## src/rtl/order_book_dispatch_ctrl_if.sv

```systemverilog
// Bus bundle between the dispatch controller, the inbound order FIFO,
// the shared order parser and the buy/sell book engines.
interface order_book_dispatch_ctrl_if #(
    parameter int MSG_W = 320
);
    // Inbound message FIFO
    logic              fifo_empty;
    logic              fifo_rd_en;
    logic [MSG_W-1:0]  fifo_dout;
    // Shared parser
    logic              par_valid;
    logic [MSG_W-1:0]  par_buffer;
    logic              par_ready;
    logic [7:0]        par_req_type;
    logic [31:0]       par_order_id;
    logic [31:0]       par_stock_id;
    logic [31:0]       par_quantity;
    logic [63:0]       par_price;
    logic [7:0]        par_side;
    // Book engines
    logic              buy_valid;
    logic              buy_ready;
    logic              sell_valid;
    logic              sell_ready;
    logic [7:0]        ord_req_type;
    logic [31:0]       ord_order_id;
    logic [31:0]       ord_stock_id;
    logic [31:0]       ord_quantity;
    logic [63:0]       ord_price;

    // Controller side
    modport master (
        input  fifo_empty, fifo_dout,
        input  par_ready, par_req_type, par_order_id, par_stock_id,
        input  par_quantity, par_price, par_side,
        input  buy_ready, sell_ready,
        output fifo_rd_en, par_valid, par_buffer,
        output buy_valid, sell_valid,
        output ord_req_type, ord_order_id, ord_stock_id, ord_quantity, ord_price
    );

    // Environment side (FIFO, parser, engines)
    modport slave (
        output fifo_empty, fifo_dout,
        output par_ready, par_req_type, par_order_id, par_stock_id,
        output par_quantity, par_price, par_side,
        output buy_ready, sell_ready,
        input  fifo_rd_en, par_valid, par_buffer,
        input  buy_valid, sell_valid,
        input  ord_req_type, ord_order_id, ord_stock_id, ord_quantity, ord_price
    );
endinterface

```

## src/rtl/order_book_dispatch_ctrl.sv

```systemverilog
// Order book dispatch controller: pops one order message at a time from the
// inbound FIFO, runs it through the shared parser, validates the decoded
// request type and side and hands legal orders to the buy or sell engine.
// Malformed or unparsed messages are dropped; both outcomes are counted.
module order_book_dispatch_ctrl #(
    parameter int MSG_W         = 320,
    parameter int PARSE_TIMEOUT = 16,
    parameter int CNT_W         = 16
) (
    input  logic                       clk,
    input  logic                       reset,
    order_book_dispatch_ctrl_if.master bus,
    output logic                       busy,
    output logic [CNT_W-1:0]           msg_count,
    output logic [CNT_W-1:0]           drop_count
);
    localparam int TMR_W = $clog2(PARSE_TIMEOUT);
    localparam logic [TMR_W-1:0] TMR_LAST = TMR_W'(PARSE_TIMEOUT - 1);

    localparam logic [2:0] S_IDLE     = 3'd0;
    localparam logic [2:0] S_LOAD     = 3'd1;
    localparam logic [2:0] S_PARSE    = 3'd2;
    localparam logic [2:0] S_CHECK    = 3'd3;
    localparam logic [2:0] S_DISPATCH = 3'd4;
    localparam logic [2:0] S_DROP     = 3'd5;

    localparam logic [7:0] REQ_ADD    = 8'h41;
    localparam logic [7:0] REQ_MODIFY = 8'h4D;
    localparam logic [7:0] REQ_DELETE = 8'h44;
    localparam logic [7:0] SIDE_BUY   = 8'h42;
    localparam logic [7:0] SIDE_SELL  = 8'h53;

    logic [2:0]       r_state;
    logic [MSG_W-1:0] r_par_buffer;
    logic             r_par_valid;
    logic [TMR_W-1:0] r_timer;
    logic [7:0]       r_side;
    logic [7:0]       r_req_type;
    logic [31:0]      r_order_id;
    logic [31:0]      r_stock_id;
    logic [31:0]      r_quantity;
    logic [63:0]      r_price;
    logic             r_buy_valid;
    logic             r_sell_valid;
    logic [CNT_W-1:0] r_msg_count;
    logic [CNT_W-1:0] r_drop_count;

    logic             w_req_legal;
    logic             w_side_legal;
    logic             w_side_buy;
    logic             w_handshake;

    // Statistics counters stick at all-ones instead of wrapping.
    function automatic logic [CNT_W-1:0] sat_inc(input logic [CNT_W-1:0] v);
        return (&v) ? v : v + CNT_W'(1);
    endfunction

    assign w_req_legal  = (r_req_type == REQ_ADD) || (r_req_type == REQ_MODIFY) ||
                          (r_req_type == REQ_DELETE);
    assign w_side_buy   = (r_side == SIDE_BUY);
    assign w_side_legal = w_side_buy || (r_side == SIDE_SELL);
    // Only the selected engine's ready matters; the other valid is low.
    assign w_handshake  = (r_buy_valid && bus.buy_ready) || (r_sell_valid && bus.sell_ready);

    // The pop strobe is combinational so the FIFO data lands during LOAD.
    assign bus.fifo_rd_en   = !reset && (r_state == S_IDLE) && !bus.fifo_empty;
    assign bus.par_valid    = r_par_valid;
    assign bus.par_buffer   = r_par_buffer;
    assign bus.buy_valid    = r_buy_valid;
    assign bus.sell_valid   = r_sell_valid;
    assign bus.ord_req_type = r_req_type;
    assign bus.ord_order_id = r_order_id;
    assign bus.ord_stock_id = r_stock_id;
    assign bus.ord_quantity = r_quantity;
    assign bus.ord_price    = r_price;
    assign busy             = (r_state != S_IDLE);
    assign msg_count        = r_msg_count;
    assign drop_count       = r_drop_count;

    // Message sequencer: fetch, parse with timeout, validate, dispatch or drop.
    always_ff @(posedge clk or posedge reset) begin
        if (reset) begin
            r_state      <= S_IDLE;
            r_par_buffer <= '0;
            r_par_valid  <= 1'b0;
            r_timer      <= '0;
            r_side       <= '0;
            r_req_type   <= '0;
            r_order_id   <= '0;
            r_stock_id   <= '0;
            r_quantity   <= '0;
            r_price      <= '0;
            r_buy_valid  <= 1'b0;
            r_sell_valid <= 1'b0;
            r_msg_count  <= '0;
            r_drop_count <= '0;
        end else begin
            case (r_state)
                S_IDLE: begin
                    if (!bus.fifo_empty) r_state <= S_LOAD;
                end
                S_LOAD: begin
                    r_par_buffer <= bus.fifo_dout;
                    r_par_valid  <= 1'b1;
                    r_timer      <= '0;
                    r_state      <= S_PARSE;
                end
                S_PARSE: begin
                    r_timer <= r_timer + TMR_W'(1);
                    // A ready arriving on the last timeout cycle still wins.
                    if (bus.par_ready) begin
                        r_req_type  <= bus.par_req_type;
                        r_order_id  <= bus.par_order_id;
                        r_stock_id  <= bus.par_stock_id;
                        r_quantity  <= bus.par_quantity;
                        r_price     <= bus.par_price;
                        r_side      <= bus.par_side;
                        r_par_valid <= 1'b0;
                        r_state     <= S_CHECK;
                    end else if (r_timer == TMR_LAST) begin
                        r_par_valid <= 1'b0;
                        r_state     <= S_DROP;
                    end
                end
                S_CHECK: begin
                    if (w_req_legal && w_side_legal) begin
                        r_buy_valid  <= w_side_buy;
                        r_sell_valid <= !w_side_buy;
                        r_state      <= S_DISPATCH;
                    end else begin
                        r_state <= S_DROP;
                    end
                end
                S_DISPATCH: begin
                    if (w_handshake) begin
                        r_buy_valid  <= 1'b0;
                        r_sell_valid <= 1'b0;
                        r_msg_count  <= sat_inc(r_msg_count);
                        r_state      <= S_IDLE;
                    end
                end
                S_DROP: begin
                    r_drop_count <= sat_inc(r_drop_count);
                    r_state      <= S_IDLE;
                end
                default: r_state <= S_IDLE;
            endcase
        end
    end
endmodule

```

## src/flat_wrapper.sv

```systemverilog
// flat-port wrapper written by rule: the top's interface ports become plain ports
module order_book_dispatch_ctrl_flat 
#(
    parameter int MSG_W         = 320,
    parameter int PARSE_TIMEOUT = 16,
    parameter int CNT_W         = 16
)
  (clk, reset, busy, msg_count, drop_count, bus_fifo_empty, bus_fifo_dout, bus_par_ready, bus_par_req_type, bus_par_order_id, bus_par_stock_id, bus_par_quantity, bus_par_price, bus_par_side, bus_buy_ready, bus_sell_ready, bus_fifo_rd_en, bus_par_valid, bus_par_buffer, bus_buy_valid, bus_sell_valid, bus_ord_req_type, bus_ord_order_id, bus_ord_stock_id, bus_ord_quantity, bus_ord_price);
  order_book_dispatch_ctrl_if #(.MSG_W(MSG_W)) bus_i ();
  input  logic clk;
  input  logic reset;
  output logic busy;
  output logic [CNT_W-1:0] msg_count;
  output logic [CNT_W-1:0] drop_count;
  input wire logic [$bits(bus_i.fifo_empty)-1:0] bus_fifo_empty;
  input wire logic [$bits(bus_i.fifo_dout)-1:0] bus_fifo_dout;
  input wire logic [$bits(bus_i.par_ready)-1:0] bus_par_ready;
  input wire logic [$bits(bus_i.par_req_type)-1:0] bus_par_req_type;
  input wire logic [$bits(bus_i.par_order_id)-1:0] bus_par_order_id;
  input wire logic [$bits(bus_i.par_stock_id)-1:0] bus_par_stock_id;
  input wire logic [$bits(bus_i.par_quantity)-1:0] bus_par_quantity;
  input wire logic [$bits(bus_i.par_price)-1:0] bus_par_price;
  input wire logic [$bits(bus_i.par_side)-1:0] bus_par_side;
  input wire logic [$bits(bus_i.buy_ready)-1:0] bus_buy_ready;
  input wire logic [$bits(bus_i.sell_ready)-1:0] bus_sell_ready;
  output wire logic [$bits(bus_i.fifo_rd_en)-1:0] bus_fifo_rd_en;
  output wire logic [$bits(bus_i.par_valid)-1:0] bus_par_valid;
  output wire logic [$bits(bus_i.par_buffer)-1:0] bus_par_buffer;
  output wire logic [$bits(bus_i.buy_valid)-1:0] bus_buy_valid;
  output wire logic [$bits(bus_i.sell_valid)-1:0] bus_sell_valid;
  output wire logic [$bits(bus_i.ord_req_type)-1:0] bus_ord_req_type;
  output wire logic [$bits(bus_i.ord_order_id)-1:0] bus_ord_order_id;
  output wire logic [$bits(bus_i.ord_stock_id)-1:0] bus_ord_stock_id;
  output wire logic [$bits(bus_i.ord_quantity)-1:0] bus_ord_quantity;
  output wire logic [$bits(bus_i.ord_price)-1:0] bus_ord_price;
  assign bus_i.fifo_empty = bus_fifo_empty;
  assign bus_i.fifo_dout = bus_fifo_dout;
  assign bus_i.par_ready = bus_par_ready;
  assign bus_i.par_req_type = bus_par_req_type;
  assign bus_i.par_order_id = bus_par_order_id;
  assign bus_i.par_stock_id = bus_par_stock_id;
  assign bus_i.par_quantity = bus_par_quantity;
  assign bus_i.par_price = bus_par_price;
  assign bus_i.par_side = bus_par_side;
  assign bus_i.buy_ready = bus_buy_ready;
  assign bus_i.sell_ready = bus_sell_ready;
  assign bus_fifo_rd_en = bus_i.fifo_rd_en;
  assign bus_par_valid = bus_i.par_valid;
  assign bus_par_buffer = bus_i.par_buffer;
  assign bus_buy_valid = bus_i.buy_valid;
  assign bus_sell_valid = bus_i.sell_valid;
  assign bus_ord_req_type = bus_i.ord_req_type;
  assign bus_ord_order_id = bus_i.ord_order_id;
  assign bus_ord_stock_id = bus_i.ord_stock_id;
  assign bus_ord_quantity = bus_i.ord_quantity;
  assign bus_ord_price = bus_i.ord_price;
  order_book_dispatch_ctrl #(.MSG_W(MSG_W), .PARSE_TIMEOUT(PARSE_TIMEOUT), .CNT_W(CNT_W)) u_core (.clk(clk), .reset(reset), .bus(bus_i), .busy(busy), .msg_count(msg_count), .drop_count(drop_count));
endmodule
```

## config.mk

```make
export PLATFORM = sky130hd
export DESIGN_NAME = order_book_dispatch_ctrl_flat
export DESIGN_NICKNAME = d
export VERILOG_FILES = /design/src/rtl/order_book_dispatch_ctrl_if.sv /design/src/rtl/order_book_dispatch_ctrl.sv /design/src/flat_wrapper.sv
export SDC_FILE = /design/constraint.sdc
export NUM_CORES = 1
export LEC_CHECK = 0
export CORE_AREA = 5 5 392 394
export DETAILED_ROUTE_END_ITERATION = 10
export DIE_AREA = 0 0 397 399
export PLACE_DENSITY_LB_ADDON = 0.05
export SYNTH_ARGS = -nofsm -noshare
export SYNTH_HDL_FRONTEND = slang
export SYNTH_SLANG_ARGS = --single-unit
```

## constraint.sdc

```tcl
create_clock -name clk -period 28 [get_ports clk]
set_input_delay 7 -clock clk [delete_from_list [all_inputs] [get_ports clk]]
set_output_delay 7 -clock clk [all_outputs]
set_load 0.05 [all_outputs]
```

## Word level (Yosys, flattened, before mapping)

Cells that the tools add are included.

| word-level totals | value |
|---|---|
| register bits after elaboration | 538 |
| bits in latches | 0 |
| memory bits (writable) | 0 |
| memory bits (read-only) | 0 |
| output and inout port bits | 525 |
| logic and storage cells | 73 |
| memories | 0 |

| cells by class | value |
|---|---|
| $add $sub $neg | 3 |
| multiply operators | 0 |
| divide/modulo/power cells | 0 |
| magnitude comparators | 0 |
| equal/unequal tests | 15 |
| shift operators | 0 |
| mux-type cells | 15 |
| bitwise operators | 2 |
| reductions and logical operators | 24 |

Operators with widths:

| cell | count |
|---|---|
| 8-bit by 7-bit == test with 1-bit output, second input constant | 5 |
| 16-bit by 1-bit adder with 16-bit output, second input constant | 2 |
| 16-bit AND reduction | 2 |
| 3-bit one-hot mux with 5 select lines | 1 |
| 3-bit 2-to-1 mux | 4 |
| 3-bit AND reduction | 3 |
| 4-bit one-hot mux with 2 select lines | 1 |
| 3-bit by 2-bit == test with 1-bit output, second input constant | 2 |
| 3-bit == test, second input constant | 2 |
| 1-bit 2-to-1 mux | 6 |
| 1-bit one-hot mux with 2 select lines | 3 |
| 2-bit AND reduction | 3 |
| 1-bit logical AND | 5 |
| 4-bit by 1-bit adder with 4-bit output, second input constant | 1 |
| 4-bit == test, second input constant | 1 |
| 1-bit logical OR | 4 |
| 2-bit by 1-bit inequality test with 1-bit output, second input constant | 2 |
| 2-bit nonzero test | 2 |
| 3-bit by 1-bit == test with 1-bit output, second input constant | 1 |
| 1-bit logical NOT | 3 |
| 3-bit logical NOT | 1 |
| 3-bit by 2-bit inequality test with 1-bit output, second input constant | 1 |
| 3-bit nonzero test | 1 |
| 2-bit inequality test, second input constant | 1 |
| 1-bit NOT | 2 |

## Depth between registers and ports, before layout

Gate-level depths: netlist of run 1.

| depth | value |
|---|---|
| depth in word-level cells | 6 |
| mapped depth | 6 |
| gate-level depth less buffers | 5 |

## Worst setup path before layout of run 1

Ideal clock, no wire load.

| timing path | value |
|---|---|
| path type | in2out |
| start | input port bus_fifo_empty |
| end | output port bus_fifo_rd_en |
| arrival time | 8097 ps |
| data required time | 21000 ps |
| slack | 12903 ps |
| stages | 1 |
| path buffers | 0 |
| path through | nor3_1 |

| between the ends | value |
|---|---|
| word-level cells in the longest chain between the ends | 2 |

RTL lines:

| what | RTL line | text |
|---|---|---|
| start: declaration | flat_wrapper.sv:15 | `input wire logic [$bits(bus_i.fifo_empty)-1:0] bus_fifo_empty;` |
| 1-bit logical NOT | order_book_dispatch_ctrl.sv:66 | `assign bus.fifo_rd_en = !reset && (r_state == S_IDLE) && !bus.fifo_empty;` |
| 1-bit logical AND | order_book_dispatch_ctrl.sv:66 |  |
| end: declaration | flat_wrapper.sv:26 | `output wire logic [$bits(bus_i.fifo_rd_en)-1:0] bus_fifo_rd_en;` |

No other way between the ends.

## Worst setup path after layout of run 1

| timing path | value |
|---|---|
| start | input port reset |
| end | output port bus_fifo_rd_en |

| between the ends | value |
|---|---|
| word-level cells in the longest chain between the ends | 3 |

RTL lines:

| what | RTL line | text |
|---|---|---|
| start: declaration | flat_wrapper.sv:11 | `input logic reset;` |
| 1-bit logical NOT | order_book_dispatch_ctrl.sv:66 |  |
| 1-bit logical AND (2 in series) | order_book_dispatch_ctrl.sv:66 |  |

No other way between the ends.

==> impl_metrics.ini, run 1 <==
[outcome]
status = complete, no violations

[power]
power_w = 0.00536
p_leak_nw = 14.1
ir_worst_vdd_uv = 52.1
powerDensity_mw_per_mm2 = 150

[worst_setup_path]
cp_max_fo = 2
endpoint_kind = output pin
cp.arrival_ns = 8.55
path_class = in2out
cp.required_ns = 21.00
crit_path_start_kind = primary input

[timing]
period_share = 0.556
tightest_slew_ns = 1.22
holdWs_ns = 0.484
setup_viol = 0
rsz0062_at_grt = no
fmax_ghz = 0.0643
slew_violations = 0
clock_skew_ns = 0.0332
fin_crit_ns = 15.55
hold_viol_final = 0
worst_slack_ns = 12.45
tns_ns = 0
maxSlewHeadroom = 0.183

[routing]
drt-initial-drc-count = 393
postRouteAntennaNets = 0
vias = 15100
drc = 0
wirelength_mm = 104
drt_first_pass_iters = 4
viasPerCell = 3.42
wl_per_cell_um = 23.5

[global_routing]
grt_pass1_wl_mm = 139
gr-usage-all-layers = 0.125
grt_overflow = 0
grt_max_degree = 152
grt_pass1_vias = 16400
antenna_found_initial = 47

[cells_and_area]
fillCellCount = 15700
fin_nets = 2827
seq_area_mm2 = 0.0135
drive_gt1_frac = 0.268
area_growth_syn_to_layout_pct = 72.9
final_core_util = 0.239
multi_input_area_mm2 = 0.00676

[logic_synthesis]
synth_most_common_cell = dfrtp_1
seq_area_frac_synth = 0.651
synth-edff-count = 0
synthTopCellsByCount = dfrtp_1, mux2_2, buf_2, xnor2_1, nand2_1
synth_top_area_cell = dfrtp_1
yosysUniqueCellTypes = 50
syn_inst = 1263
syn_nets = 1768
synthArstFlopShare = 1.00
netlist_area_mm2 = 0.0207
ys.flop_type = dfrtp_1
synth_top_area_frac = 0.651
ys_top_cells_by_area = dfrtp_1, mux2_2, buf_2, xnor2_1, buf_6
synth.avg_cell_area_um2 = 16.4
yosysWarningCount = 0
ys_seq_elements = 538

[placed_design]
dpl.hpwl_mm = 81.3
post-place-ws_ns = 12.43
port_buffers = 1026
place.gp.congestion = 0.748

[clocking]
cts_htree_levels = 3
clk_pin_slew_ns = 0.05
postCtsSetupRepairBufs = 0
insertion_delay_ns = 0.67
cts_tree = built
root_buffer = clkbuf_16
cts_buffers = 76
clockBufferDepth = 3
cts_resized = 0
cts_sinks = 538
cts_hold_buf = 0

[floorplanning]
core_mm2 = 0.149
dieHeight_um = 399
fp.dieArea_mm2 = 0.158
rows = 142
start_util = 0.138
die_w_um = 397
boundaryPins = 1027

[job]
max_cap_violations = 0

[min_path]
worstHoldPathType = reg2reg
==> sequential cells by signal, indices dropped and copies added, names as in the netlist <==
signal,count
u_core.bus.ord_stock_id,32
u_core.bus.par_buffer,320
u_core.r_state,3
u_core.msg_count,16
u_core.bus.sell_valid,1
u_core.bus.buy_valid,1
u_core.bus.ord_order_id,32
u_core.bus.ord_quantity,32
u_core.bus.par_valid,1
u_core.bus.ord_price,64
u_core.drop_count,16
u_core.r_timer,4
u_core.bus.ord_req_type,8
u_core.r_side,8
==> metrics by stage <==
| stage | std cells | area, um^2 |
|---|---|---|
| 5_1_grt | 4401 | 35700 |
| 6_report | 4408 | 35700 |
| 3_3_place_gp | 4260 | 33200 |
| 2_1_floorplan | 1263 | 20700 |
| 3_5_place_dp | 4260 | 33200 |
| 4_1_cts | 4396 | 35700 |
==> layout by cell type, fill, tap and decap left out, types with 11 or more instances in the layout <==
master              n
clkdlybuf4s50_1  1026
dfrtp_1           538
mux2_2            490
clkbuf_16          78
clkbuf_8           20
xnor2_1            17
nand2_1            16
clkbuf_1           14
buf_4              14
nand4_1            13
o21ai_0            13
clkinv_2           13
diode_2            12
nor3_1             11
nor2_1             11
mux2_1             11
==> cell type report <==
type | instances | share of cell area
Inverter | 4 | 0.000630
Clock inverter | 24 | 0.00746
Multi-Input combinational cell | 661 | 0.189
Antenna cell | 12 | 0.000840
Sequential cell | 538 | 0.377
Timing Repair Buffer | 1041 | 0.291
Clock buffer | 112 | 0.0638
Tap cell | 2016 | 0.0706
==> worst max-delay path: stages <==
cell and delay [ns]:
clkdlybuf4s50_1 0.51, nor3_1 0.21, clkdlybuf4s50_1 0.83
==> cell families after synthesis <==
logic type      count (synthesis)  share of synthesized area
flops                         538                      0.651
mux                           503                      0.274
simple gates                   93                     0.0288
buf+inv                        64                     0.0217
compound gates                 35                     0.0109
xor+xnor                       27                     0.0114
fa+ha+maj                       3                    0.00182
==> power by group <==
part	internal [W]	switching, W	total [W]
Combinational	0.00108	0.00193	0.00301
Sequential	0.00116	0.000199	0.00136
Clock	0.000600	0.000390	0.000991
==> per-layer routing <==
metal	global-route usage	vias to the layer above	wire length [um]
met2	0.226	669	54100
met5	0	-	136
met1	0.122	7567	34500
met4	0.0331	24	2430
met3	0.0711	156	12500
li1	-	6665	-
==> path summary, 6_finish.rpt <==
path	startpoint	to	slack [ns]	depth (start not counted)
max in group asynchronous	reset	u_core.bus.par_buffer[244]	17.30	6
worst max register to register	u_core.r_state[0]	u_core.bus.par_buffer[105]	24.49	5
worst min-delay path	u_core.bus.ord_price[10]	u_core.bus.ord_price[10]	0.48	1
min in group asynchronous	reset	u_core.msg_count[10]	6.96	2
worst min register to register	u_core.bus.ord_price[10]	u_core.bus.ord_price[10]	0.48	1
worst max-delay path	reset	bus_fifo_rd_en	12.45	3
Power figures use the tool's default switching activity.
==> inputs of run 2 (changes only) <==
==> constraint.sdc (replaced) <==
create_clock -name clk -period 14.3 [get_ports clk]
set_input_delay 3.575 -clock clk [delete_from_list [all_inputs] [get_ports clk]]
set_output_delay 3.575 -clock clk [all_outputs]
set_load 0.05 [all_outputs]
==> impl_metrics.ini, run 2 (synthesized netlist as in run 1, its figures left out) <==
[outcome]
status = complete, no violations

[cells_and_area]
fillCellCount = 15700
area_growth_syn_to_layout_pct = 72.7
fin_nets = 2827
largest_register_ffs = 320
mostFrequentLayoutCells = clkdlybuf4s50_1, dfrtp_1, mux2_2
final_core_util = 0.239
final_common_cell = clkdlybuf4s50_1
drive_gt1_frac = 0.263

[worst_setup_path]
cp.buffers_inverters = 2
endpoint_kind = output pin
r2r-start = u_core.r_state[0]
cp_max_fo = 2
crit_start = reset
cp.required_ns = 10.72
path_class = in2out
crit_path_start_kind = primary input
critPathTopFamily = buffers and inverters
cp.arrival_ns = 5.11
path_cells = clkdlybuf4s50_1 -> nor3_1 -> clkdlybuf4s50_1
crit_top_cell = clkdlybuf4s50_1
slowest_stage = clkdlybuf4s50_1
slowest_delay_ns = 0.84

[floorplanning]
boundaryPins = 1027
fp.dieArea_mm2 = 0.158
dieHeight_um = 399
core_mm2 = 0.149
start_util = 0.138
die_w_um = 397
rows = 142

[global_routing]
grt_pass1_vias = 16500
grt_overflow = 0
gr-usage-all-layers = 0.127
antenna_found_initial = 50
grt_pass1_wl_mm = 140
grt_max_degree = 152

[min_path]
worstHoldPathType = reg2reg
min_from = u_core.bus.ord_price[20]

[timing]
holdWs_ns = 0.481
period_share = 0.607
rsz0062_at_grt = no
hold_viol_final = 0
tns_ns = 0
fin_crit_ns = 8.69
fmax_ghz = 0.115
tightest_slew_ns = 1.22
setup_viol = 0
slew_violations = 0
maxSlewHeadroom = 0.185
clock_skew_ns = 0.0274

[placed_design]
place.gp.congestion = 0.765
port_buffers = 1026
dpl.hpwl_mm = 82.8

[power]
ir_worst_vdd_uv = 123
sequentialPowerShare = 0.254
p_sw_frac = 0.471
p_leak_nw = 14.0
p_sw_w = 0.00493
clock_power_share = 0.182
power_w = 0.0105
powerDensity_mw_per_mm2 = 294
pwr-share-comb = 0.565
internal_power_w = 0.00554

[routing]
viasPerCell = 3.42
vias = 15100
wirelength_mm = 105
drt_first_pass_iters = 4
postRouteAntennaNets = 0
drc = 0
drt-initial-drc-count = 417
wl_per_cell_um = 23.9

[clocking]
insertion_delay_ns = 0.66
cts_tree = built
postCtsSetupRepairBufs = 0
clockBufferDepth = 3
cts_htree_levels = 3
cts_buffers = 77
clk_pin_slew_ns = 0.05
cts_resized = 0
cts_sinks = 538
cts_hold_buf = 0
root_buffer = clkbuf_16

[job]
max_cap_violations = 0
-- run 2: cell count changes in the layout (fill, tap and decap cells not counted), sizes merged --
| cell | change |
|---|---|
| clkinvlp | -1 |
| inv | -1 |
| clkinv | -9 |
| clkbuf | +8 |
| diode | +8 |
| buf | -1 |
| bufinv | -1 |
-- run 2: path summary, 6_finish.rpt --
kind / cells past startpoint / slack [ns] / end
setup / recovery: 3 / 5.61 / bus_fifo_rd_en
setup reg to reg: 5 / 10.60 / u_core.bus.par_buffer[261]
max in group asynchronous: 4 / 9.02 / u_core.bus.par_buffer[190]
hold / removal: 1 / 0.48 / u_core.bus.ord_price[20]
hold reg to reg: 1 / 0.48 / u_core.bus.ord_price[20]
min in group asynchronous: 2 / 3.38 / u_core.bus.ord_order_id[3]
-- run 2: power by group through the flow --
stage,combinational [W],sequential [W],clock (W)
3_3_place_gp,0.00604,0.00267,0
5_1_grt,0.00616,0.00276,0.00206
2_1_floorplan,0.00124,0.00516,0
4_1_cts,0.00605,0.00267,0.00202
6_report,0.00592,0.00266,0.00190
3_5_place_dp,0.00604,0.00269,0
-- run 2: per-layer routing --
layer / global-route usage / share of wire
met4: 0.0424 / 0.026
met5: 0 / 0.0017
met1: 0.128 / 0.34
met3: 0.0656 / 0.12
met2: 0.227 / 0.51
-- run 2: area by class of cell --
type                       instances  area, um^2  share of cell area
sequential                       538       13500               0.377
timing repair buffer            1040       10400               0.292
multi-input combinational        661        6760               0.189
tap                             2016        2520              0.0707
clock buffer                     120        2300              0.0645
clock inverter                    12         165             0.00463
antenna                           20        50.0             0.00140
inverter                           4        18.8            0.000526
-- run 2: through the flow --
| step | cell area [um^2] | std cells | setup WS (ns) |
|---|---|---|---|
| floorplan | 20700 | 1263 | 3.41 |
| global placement | 33200 | 4259 | 5.52 |
| detailed placement | 33200 | 4259 | 5.61 |
| CTS | 35600 | 4391 | 5.61 |
| global route | 35700 | 4398 | 5.57 |
| finish | 35700 | 4411 | 5.61 |
==> inputs of run 3 (changes only) <==
==> constraint.sdc (replaced) <==
create_clock -name clk -period 6.96 [get_ports clk]
set_input_delay 1.74 -clock clk [delete_from_list [all_inputs] [get_ports clk]]
set_output_delay 1.74 -clock clk [all_outputs]
set_load 0.05 [all_outputs]
==> impl_metrics.ini, run 3 (synthesized netlist as in run 1, its figures left out) <==
[routing]
viasPerCell = 3.43
top_layer_used = met5
wirelength_mm = 106
met2WireLength_mm = 54.2
drt-met1-wl_mm = 35.6
wl_met3_mm = 12.7
drt_first_pass_iters = 4
drc = 0
postRouteAntennaNets = 0
vias = 15100
drt-initial-drc-count = 417
wl_per_cell_um = 23.9

[worst_setup_path]
crit_path_start_kind = primary input
crit_start = reset
endpoint_kind = output pin
cp.required_ns = 5.22
critPathCapture = bus_fifo_rd_en
critPathTopFamily = buffers and inverters
cp.buffers_inverters = 2
slowest_delay_ns = 0.83
cp.arrival_ns = 3.22
timing.rr.end = u_core.bus.par_buffer[234]
crit_top_cell = clkdlybuf4s50_1
crit_cells = 3
reg2reg_slack_ns = 3.90
r2r-start = u_core.r_state[0]
slowest_stage = clkdlybuf4s50_1
path_class = in2out
path_cells = clkdlybuf4s50_1 -> nor3_1 -> clkdlybuf4s50_1
r2r_cells = 4
cp_max_fo = 2

[global_routing]
grt_pass1_wl_mm = 141
grt_pass1_vias = 16500
grt_overflow = 0
antenna_found_initial = 47
grt_max_degree = 138
gr-usage-all-layers = 0.127

[placed_design]
place_area_mm2 = 0.0333
place.gp.congestion = 0.766
place_inst = 4262
port_buffers = 1026
dpl.hpwl_mm = 83.0

[clocking]
cts_sinks = 538
root_buffer = clkbuf_16
postCtsSetupRepairBufs = 0
cts_buffers = 79
cts_resized = 0
clk_pin_slew_ns = 0.05
clockBufferDepth = 3
cts_htree_levels = 3
insertion_delay_ns = 0.65
cts_tree = built
cts_hold_buf = 0

[timing]
rsz0062_at_grt = no
setup_viol = 0
fin_crit_ns = 4.96
hold_viol_final = 0
slew_violations = 0
tightest_slew_ns = 1.25
tns_ns = 0
period_share = 0.712
clock_skew_ns = 0.0240
maxSlewHeadroom = 0.164
fmax_ghz = 0.202

[cells_and_area]
drive_gt1_frac = 0.269
fin_nets = 2832
largest_register_ffs = 320
area_growth_syn_to_layout_pct = 73.6
final_common_cell = clkdlybuf4s50_1
fin_cells = 4410
fillCellCount = 15800
mostFrequentLayoutCells = clkdlybuf4s50_1, dfrtp_1, mux2_2
post-route-cell-area_mm2 = 0.0359

[power]
power_w = 0.0217
pwr-share-comb = 0.560
internal_power_w = 0.0115
powerDensity_mw_per_mm2 = 604
sequentialPowerShare = 0.252
p_sw_frac = 0.470
p_sw_w = 0.0102
clock_power_share = 0.188
ir_worst_vdd_uv = 213
p_leak_nw = 14.1

[min_path]
worstHoldPathType = reg2reg

[floorplanning]
start_util = 0.138
rows = 142
fp.dieArea_mm2 = 0.158
dieHeight_um = 399
boundaryPins = 1027
core_mm2 = 0.149
die_w_um = 397

[outcome]
status = complete, no violations

[job]
max_cap_violations = 0
## run 3: layer usage
metal	vias to the layer above	global-route usage
met5	-	0
met4	22	0.0347
met3	181	0.0711
met2	713	0.230
met1	7533	0.125
li1	6668	-
## run 3: cell type report
class | instances | area, um^2 | share of cell area
flip-flops and latches | 538 | 13500 | 0.375
well taps | 2016 | 2520 | 0.0703
repair buffers | 1043 | 10500 | 0.292
multi-input cells | 661 | 6760 | 0.188
clock inverters | 24 | 279 | 0.00778
clock buffers | 115 | 2320 | 0.0648
diodes | 9 | 22.5 | 0.000628
inverters | 4 | 18.8 | 0.000523
## run 3: worst min-delay path by stage
| stage | slack, ns | start | endpoint | cells after the start |
|---|---|---|---|---|
| CTS | 0.49 | u_core.bus.ord_price[19] | u_core.bus.ord_price[19] | 1 |
| detailed placement | 0.48 | u_core.bus.ord_price[19] | u_core.bus.ord_price[19] | 1 |
| global route | 0.51 | u_core.bus.ord_price[21] | u_core.bus.ord_price[21] | 1 |
| global placement | 0.47 | u_core.bus.ord_price[12] | u_core.bus.ord_price[12] | 1 |
| floorplan | 0.47 | u_core.r_side[1] | u_core.r_side[1] | 1 |
| finish | 0.48 | u_core.bus.ord_price[17] | u_core.bus.ord_price[17] | 1 |
## run 3: stage by stage
| step | hold WS [ns] | util | setup slack [ns] |
|---|---|---|---|
| 2_1_floorplan | 0.472 | - | -2.10 |
| 3_3_place_gp | 0.469 | 0.223 | 1.94 |
| 3_5_place_dp | 0.478 | 0.223 | 2.00 |
| 4_1_cts | 0.491 | 0.240 | 2.00 |
| 5_1_grt | 0.510 | 0.240 | 1.92 |
| 6_report | 0.484 | 0.240 | 2.00 |
## run 3: power groups by stage
| stage | Sequential [W] | Clock (W) | Combinational, W |
|---|---|---|---|
| detailed placement | 0.00551 | 0 | 0.0124 |
| global placement | 0.00549 | 0 | 0.0124 |
| global route | 0.00567 | 0.00439 | 0.0127 |
| finish | 0.00546 | 0.00407 | 0.0122 |
| floorplan | 0.0106 | 0 | 0.00255 |
| CTS | 0.00548 | 0.00430 | 0.0124 |
## run 3: worst reg2reg max path: cells and delay by family (launching register included)
family                 cells  cell delay, ns
AND/OR/NAND/NOR            1            0.46
flip-flops                 1            0.61
buffers and inverters      2            1.43
multiplexers               1            0.47
